[config.mk]
export PLATFORM = sky130hd
export DESIGN_NAME = branch_predictor_bht
export DESIGN_NICKNAME = d
export VERILOG_FILES = /design/src/rtl/branch_predictor_bht_pkg.sv /design/src/rtl/branch_predictor_bht_sat_ctr2.sv /design/src/rtl/branch_predictor_bht.sv
export SDC_FILE = /design/constraint.sdc
export NUM_CORES = 1
export LEC_CHECK = 0
export CORE_MARGIN = 2
export CORE_UTILIZATION = 54
export CTS_CLUSTER_SIZE = 25
export DETAILED_ROUTE_END_ITERATION = 6
export HOLD_SLACK_MARGIN = 0.06
export MAX_ROUTING_LAYER = met4
export PLACE_DENSITY = 0.9
export SYNTH_ARGS = -nofsm -noshare
export SYNTH_HDL_FRONTEND = slang
export SYNTH_SLANG_ARGS = --single-unit
[constraint.sdc]
create_clock -name clk -period 4.65 [get_ports clk]
set_clock_uncertainty 0.1 [all_clocks]
set_input_delay 0.93 -clock clk [delete_from_list [all_inputs] [get_ports clk]]
set_output_delay 0.93 -clock clk [all_outputs]
set_load 0.02 [all_outputs]
[src/rtl/branch_predictor_bht_pkg.sv]
// Shared constants for the bimodal branch history table.
// Counter encoding: SNT=00, WNT=01, WT=10, ST=11; the MSB is the prediction.
package branch_predictor_bht_pkg;

  localparam logic [1:0] BP_SNT      = 2'b00;
  localparam logic [1:0] BP_WNT      = 2'b01;
  localparam logic [1:0] BP_WT       = 2'b10;
  localparam logic [1:0] BP_ST       = 2'b11;
  localparam logic [1:0] BP_CTR_INIT = BP_WNT;

endpackage : branch_predictor_bht_pkg

[src/rtl/branch_predictor_bht_sat_ctr2.sv]
// bp_sat_ctr2: combinational next-state for one 2-bit saturating counter.
// A taken outcome moves the counter towards ST and a not-taken outcome moves it
// towards SNT. The counter saturates at both ends and never wraps.
module bp_sat_ctr2
  import branch_predictor_bht_pkg::*;
(
  input  logic [1:0] ctr,
  input  logic       taken,
  output logic [1:0] ctr_next
);

  // Step the counter one state towards the observed outcome, holding at the ends.
  always_comb begin
    ctr_next = BP_CTR_INIT;
    case (ctr)
      BP_SNT: begin
        if (taken) ctr_next = BP_WNT;
        else       ctr_next = BP_SNT;
      end
      BP_WNT: begin
        if (taken) ctr_next = BP_WT;
        else       ctr_next = BP_SNT;
      end
      BP_WT: begin
        if (taken) ctr_next = BP_ST;
        else       ctr_next = BP_WNT;
      end
      BP_ST: begin
        if (taken) ctr_next = BP_ST;
        else       ctr_next = BP_WT;
      end
      default: ctr_next = BP_CTR_INIT;
    endcase
  end

endmodule : bp_sat_ctr2

[src/rtl/branch_predictor_bht.sv]
// branch_predictor_bht: bimodal branch history table of 2-bit saturating counters.
// ID looks the table up combinationally. EX/M writes the resolved outcome back and
// receives a mispredict flag. The table has no tags, so PCs that share index bits
// share a counter. A lookup and an update to the same entry in the same cycle
// return the old value, because there is no bypass path.
// Optional feature: define BP_STATS_EN to build the saturating resolved-branch
// counter and mispredict counter. Without it, stat_* are tied to zero.
module branch_predictor_bht
  import branch_predictor_bht_pkg::*;
#(
  parameter int IDX_W   = 6,
  parameter int STATS_W = 32
) (
  input  logic               clk,
  input  logic               rst,
  input  logic [31:0]        id_pc,
  input  logic               id_is_branch,
  output logic               br_pred_taken,
  input  logic               ex_br_valid,
  input  logic [31:0]        ex_pc,
  input  logic               ex_br_taken,
  input  logic               ex_pred_taken,
  output logic               mispredict,
  output logic [STATS_W-1:0] stat_branches,
  output logic [STATS_W-1:0] stat_mispred
);

  localparam int TBL_N = 1 << IDX_W;

  logic [1:0]       ctr_r [0:TBL_N-1];
  logic [IDX_W-1:0] id_idx_s;
  logic [IDX_W-1:0] ex_idx_s;
  logic [1:0]       ctr_next_s;
  logic             mispredict_raw_s;
  logic             unused_pc_bits_s;

  // The index is the word address of the PC. Byte-offset bits and upper bits are not used.
  assign id_idx_s         = id_pc[IDX_W+1:2];
  assign ex_idx_s         = ex_pc[IDX_W+1:2];
  assign unused_pc_bits_s = ^{id_pc[31:IDX_W+2], id_pc[1:0], ex_pc[31:IDX_W+2], ex_pc[1:0]};
  assign mispredict_raw_s = ex_br_valid & (ex_br_taken != ex_pred_taken);

  bp_sat_ctr2 u_sat_ctr2 (
    .ctr      (ctr_r[ex_idx_s]),
    .taken    (ex_br_taken),
    .ctr_next (ctr_next_s)
  );

  // Table storage: reset every entry to WNT (reset wins over a concurrent update),
  // otherwise write back the stepped counter for a resolved branch.
  always_ff @(posedge clk) begin
    if (rst) begin
      for (int i = 0; i < TBL_N; i++) begin
        ctr_r[i] <= BP_CTR_INIT;
      end
    end else if (ex_br_valid) begin
      ctr_r[ex_idx_s] <= ctr_next_s;
    end
  end

  // Prediction and mispredict flag, both held low while reset is asserted.
  always_comb begin
    br_pred_taken = 1'b0;
    mispredict    = 1'b0;
    if (rst) begin
      br_pred_taken = 1'b0;
      mispredict    = 1'b0;
    end else begin
      if (id_is_branch) br_pred_taken = ctr_r[id_idx_s][1];
      else              br_pred_taken = 1'b0;
      mispredict = mispredict_raw_s;
    end
  end

`ifdef BP_STATS_EN
  logic [STATS_W-1:0] stat_branches_r;
  logic [STATS_W-1:0] stat_mispred_r;

  // Statistics: count resolved branches and mispredicts, holding at all-ones.
  always_ff @(posedge clk) begin
    if (rst) begin
      stat_branches_r <= {STATS_W{1'b0}};
      stat_mispred_r  <= {STATS_W{1'b0}};
    end else begin
      if (ex_br_valid && (stat_branches_r != {STATS_W{1'b1}})) begin
        stat_branches_r <= stat_branches_r + {{(STATS_W-1){1'b0}}, 1'b1};
      end
      if (mispredict_raw_s && (stat_mispred_r != {STATS_W{1'b1}})) begin
        stat_mispred_r <= stat_mispred_r + {{(STATS_W-1){1'b0}}, 1'b1};
      end
    end
  end

  assign stat_branches = stat_branches_r;
  assign stat_mispred  = stat_mispred_r;
`else
  assign stat_branches = {STATS_W{1'b0}};
  assign stat_mispred  = {STATS_W{1'b0}};
`endif

endmodule : branch_predictor_bht

==> tab_implementation.tex, run 1 <==
\begin{tabular}{lr}
\hline
Metric & Value \\
\hline
\multicolumn{2}{l}{\textbf{Outcome}} \\
\quad Outcome & finished clean \\
\multicolumn{2}{l}{\textbf{Global routing}} \\
\quad Number of global-route vias before repair & 5,717 \\
\quad Total gr overflow & 0 \\
\quad Maximum number of pins on one net before global-route repair & 65 \\
\quad GRT Resource Usage Total & 0.2758 \\
\quad Initial antenna violation count & 0 \\
\quad Wire length of the first global-routing pass & 32,000 um \\
\multicolumn{2}{l}{\textbf{Place}} \\
\quad IO Port Bufs & 19 \\
\quad Placer Congestion & 0.9743 \\
\quad Detailed-placement wirelength estimate & 13,640 um \\
\quad Cell Count Post-Placement & 878 \\
\multicolumn{2}{l}{\textbf{STA}} \\
\quad Max-slew headroom at the worst pin & 0.2768 \\
\quad Final period demand of the worst path & 4579 ps \\
\quad Max Clk Rate & 218.4 MHz \\
\quad Worst-margin pin slew & 1081 ps \\
\quad Final setup violation count & 0 \\
\quad RSZ-0062 raised after global routing & no \\
\quad Number of hold-slack violations in the final timing report & 0 \\
\quad Final period utilization & 0.9847 \\
\quad Total count of max-transition violations in the final report & 0 \\
\multicolumn{2}{l}{\textbf{Synth}} \\
\quad Main combinational cell family by area after synthesis & simple AND/OR/NAND/NOR gates \\
\quad Simple-gate share of the synthesized area & 0.2134 \\
\quad Seq/Total Area, Yosys & 0.4813 \\
\quad Number of synthesized register bits & 128 \\
\quad Area share of fa/ha/maj cells after synthesis & 0.002820 \\
\quad Area share of the leading cell type in the synthesized netlist & 0.4813 \\
\quad Fraction of the mapped netlist area in compound gates & 0.07379 \\
\quad Most frequent cells after synthesis & edfxtp\_1, buf\_4, nand2\_1 \\
\quad Most common cell in the synthesized netlist & edfxtp\_1 \\
\quad Largest area contributor in the synthesized netlist & edfxtp\_1 \\
\quad Synth cell types & 57 \\
\quad Async set-or-reset flop fraction in the synthesized netlist & 0 \\
\quad Number of standard cells after synthesis & 704 \\
\quad Synth Area in XOR/XNOR & 0.001097 \\
\quad Number of enable-type register cells in the synthesized netlist & 128 \\
\quad Netlist area before placement & 7986 um\^{}2 \\
\quad Largest cells by area after synthesis & edfxtp\_1, mux4\_2, buf\_4 \\
\quad Ys Warns & 0 \\
\quad Mean cell area of the mapped netlist & 11.34 um\^{}2 \\
\quad Most instantiated flip-flop cell in the synthesis netlist & edfxtp\_1 \\
\quad Multiplexer fraction of the synthesized cell area & 0.1151 \\
\multicolumn{2}{l}{\textbf{Routing}} \\
\quad Number of detailed-routing iterations run before antenna repair & 6 \\
\quad Total routed wirelength & 20,850 um \\
\quad Via Count & 5,848 \\
\quad Count of routing violations after the opening detailed-route iteration & 979 \\
\quad DRC violation count after routing & 0 \\
\quad Post-route ant nets & 0 \\
\quad Via density per instance & 6.419 \\
\quad Routed length per placed instance & 22.89 um \\
\multicolumn{2}{l}{\textbf{Worst setup path}} \\
\quad Highest net fanout along the worst path & 5 \\
\quad Slowest-stage cell, CP & mux4\_2 \\
\quad Most repeated library cell on the critical path & mux4\_2 \\
\quad Critical path buffers and inverters & 3 \\
\quad Worst stage delay on the critical path & 510 ps \\
\quad Kind of launch point of the worst setup path & primary input \\
\quad Category of the worst setup path capture point & output port \\
\quad Arrival time of the worst setup path & 3550 ps \\
\quad WP data required & 3620 ps \\
\quad Path type of the worst setup path & primary input to output port \\
\quad Kind of cell with the highest combined delay on the critical path & multiplexers \\
\quad CP Cell Sequence & dlygate4sd2\_1, bufbuf\_16, mux4\_2, mux4\_2, mux4\_2, and3b\_1, dlygate4sd2\_1 \\
\multicolumn{2}{l}{\textbf{Cells and area}} \\
\quad Combined area of the multi-input logic cells & 3485 um\^{}2 \\
\quad Share of layout cells above drive strength 1 & 0.2366 \\
\quad NumNets Final & 784 \\
\quad Number of standard cells in the layout, taps in and fillers out & 911 \\
\quad Final cell utilization of the core & 0.5983 \\
\quad Number of diodes added for antenna fixing & 0 \\
\quad Largest reg by FF count & ctr\_r \\
\quad Top Registers & ctr\_r: 128 flops \\
\quad Number of flip-flops in the largest register & 128 \\
\quad Synth-to-layout area growth & 8.476\% \\
\quad FILL cells & 1,094 \\
\quad Seq. cell area & 3844 um\^{}2 \\
\multicolumn{2}{l}{\textbf{Floorplanning}} \\
\quad Overall die area & 15,780 um\^{}2 \\
\quad Std-Cell Core Area & 14,480 um\^{}2 \\
\quad Horizontal die dimension & 125.6 um \\
\quad Number of core rows & 44 \\
\quad Initial core utilization & 0.5516 \\
\quad Die boundary height & 125.6 um \\
\quad Number of placed I/O pins & 136 \\
\multicolumn{2}{l}{\textbf{Hold path}} \\
\quad Path type of the worst min-delay path & primary input to register \\
\multicolumn{2}{l}{\textbf{Clock network}} \\
\quad TritonCTS clock tree & built \\
\quad Sink Count & 128 \\
\quad Worst-path clk slew & 50 ps \\
\quad Buffer depth of the longest clock path & 2 \\
\quad Insertion delay to the later sink of the worst-skew pair & 420 ps \\
\quad Number of hold buffers added after CTS & 0 \\
\quad Clock root buffer & clkbuf\_16 \\
\quad CTS Buf Count & 17 \\
\quad Depth of the CTS H-tree & 4 \\
\multicolumn{2}{l}{\textbf{Power and ir drop}} \\
\quad PwrDens & 346.5 nW/um\^{}2 \\
\quad Leak Pwr & 2.951 nW \\
\quad Max IR drop VDD & 0.0002206 V \\
\multicolumn{2}{l}{\textbf{Run}} \\
\quad Max-cap violations & 0 \\
\hline
\end{tabular}
repair_timing:
action	CTS	global route
endpoints found under the setup margin	1	0
resized for setup	3	0
buffers inserted	0	0
hold endpoints to repair	0	0
kinds of logic (layout without fill, tap and decap cells):
kind of cell | Yosys count | in the layout
xor gates and xnor gates | 1 | 1
muxes | 60 | 60
buffers and inverters | 134 | 94
other | 1 | 64
and+or+nand+nor | 301 | 301
DFF | 128 | 128
adders and majority gates | 2 | 2
AOI/OAI and AO/OA | 77 | 77
power breakdown:
group          switching [mW]  internal, mW  leakage, nW  total [mW]
clock                   0.463         0.772        0.261        1.23
sequential             0.0156          1.30         1.15        1.31
combinational           0.306         0.150         1.54       0.456
routing by layer:
| layer | wire length (um) | vias to the layer above | track usage |
|---|---|---|---|
| li1 | - | 2462 | - |
| met1 | 7186 | 2788 | 0.3348 |
| met2 | 9801 | 494 | 0.4213 |
| met3 | 2943 | 104 | 0.09091 |
| met4 | 920 | 0 | 0.1261 |
| met5 | 0 | - | - |
per-stage QoR:
stage | instance area [um^2] | TNS, ps | total power, mW | setup slack (ps) | hold slack (ps)
floorplan | 8223 | 0 | 1.708 | 483.7 | 1031
global placement | 8093 | -248.4 | 1.758 | -248.4 | 1309
detailed placement | 8093 | -279.6 | 1.770 | -279.6 | 1375
CTS | 8663 | 0 | 2.989 | 81.09 | 1072
global route | 8663 | 0 | 3.072 | 25.18 | 1119
finish | 8663 | 0 | 3.002 | 70.93 | 1124
area by class of cell:
cell class,count,area share
multi-input cells,505,0.4022
clock buffers,21,0.05084
inverters,5,0.002166
repair buffers,57,0.06340
well taps,184,0.02657
flip-flops and latches,128,0.4437
clock inverters,11,0.01112
worst paths after layout:
kind	end	slack [ps]	cells after the start	startpoint
min reg2reg	ctr_r[57][0]	1440	7	ctr_r[40][0]
max	br_pred_taken	70	7	id_pc[2]
min	ctr_r[5][0]	1120	5	rst
max reg2reg	ctr_r[22][0]	1890	8	ctr_r[28][1]
cell usage in the layout (no fill, tap or decap), types with 14 or more instances in the layout:
cell and instances:
a21o_1 19, buf_4 31, clkbuf_16 17, clkdlybuf4s50_1 14, conb_1 64, edfxtp_1 128, mux2i_1 30, mux4_2 25
nand2_1 65, nand2b_1 29, nand3_1 42, nor2_1 59, nor3_2 43, or2_2 28
worst register-to-register path, stage by stage (launching register included):
cell and delay, ps:
edfxtp_1 430, nand2b_1 120, mux4_2 230, a21oi_1 100, a2111oi_0 450, and4_1 360, maj3_2 260, buf_12 230
nand3_1 170
Power figures use the tool's default switching activity.
==> run 2: changes to the inputs <==
--- a/config.mk
+++ b/config.mk
@@ -5,6 +5,7 @@
 export SDC_FILE = /design/constraint.sdc
 export NUM_CORES = 1
 export LEC_CHECK = 0
+export CAP_MARGIN = 25
 export CORE_MARGIN = 2
 export CORE_UTILIZATION = 54
 export CTS_CLUSTER_SIZE = 25
==> results of run 2 <==
No change in the layout: final DEF, timing and power equal those of run 1.
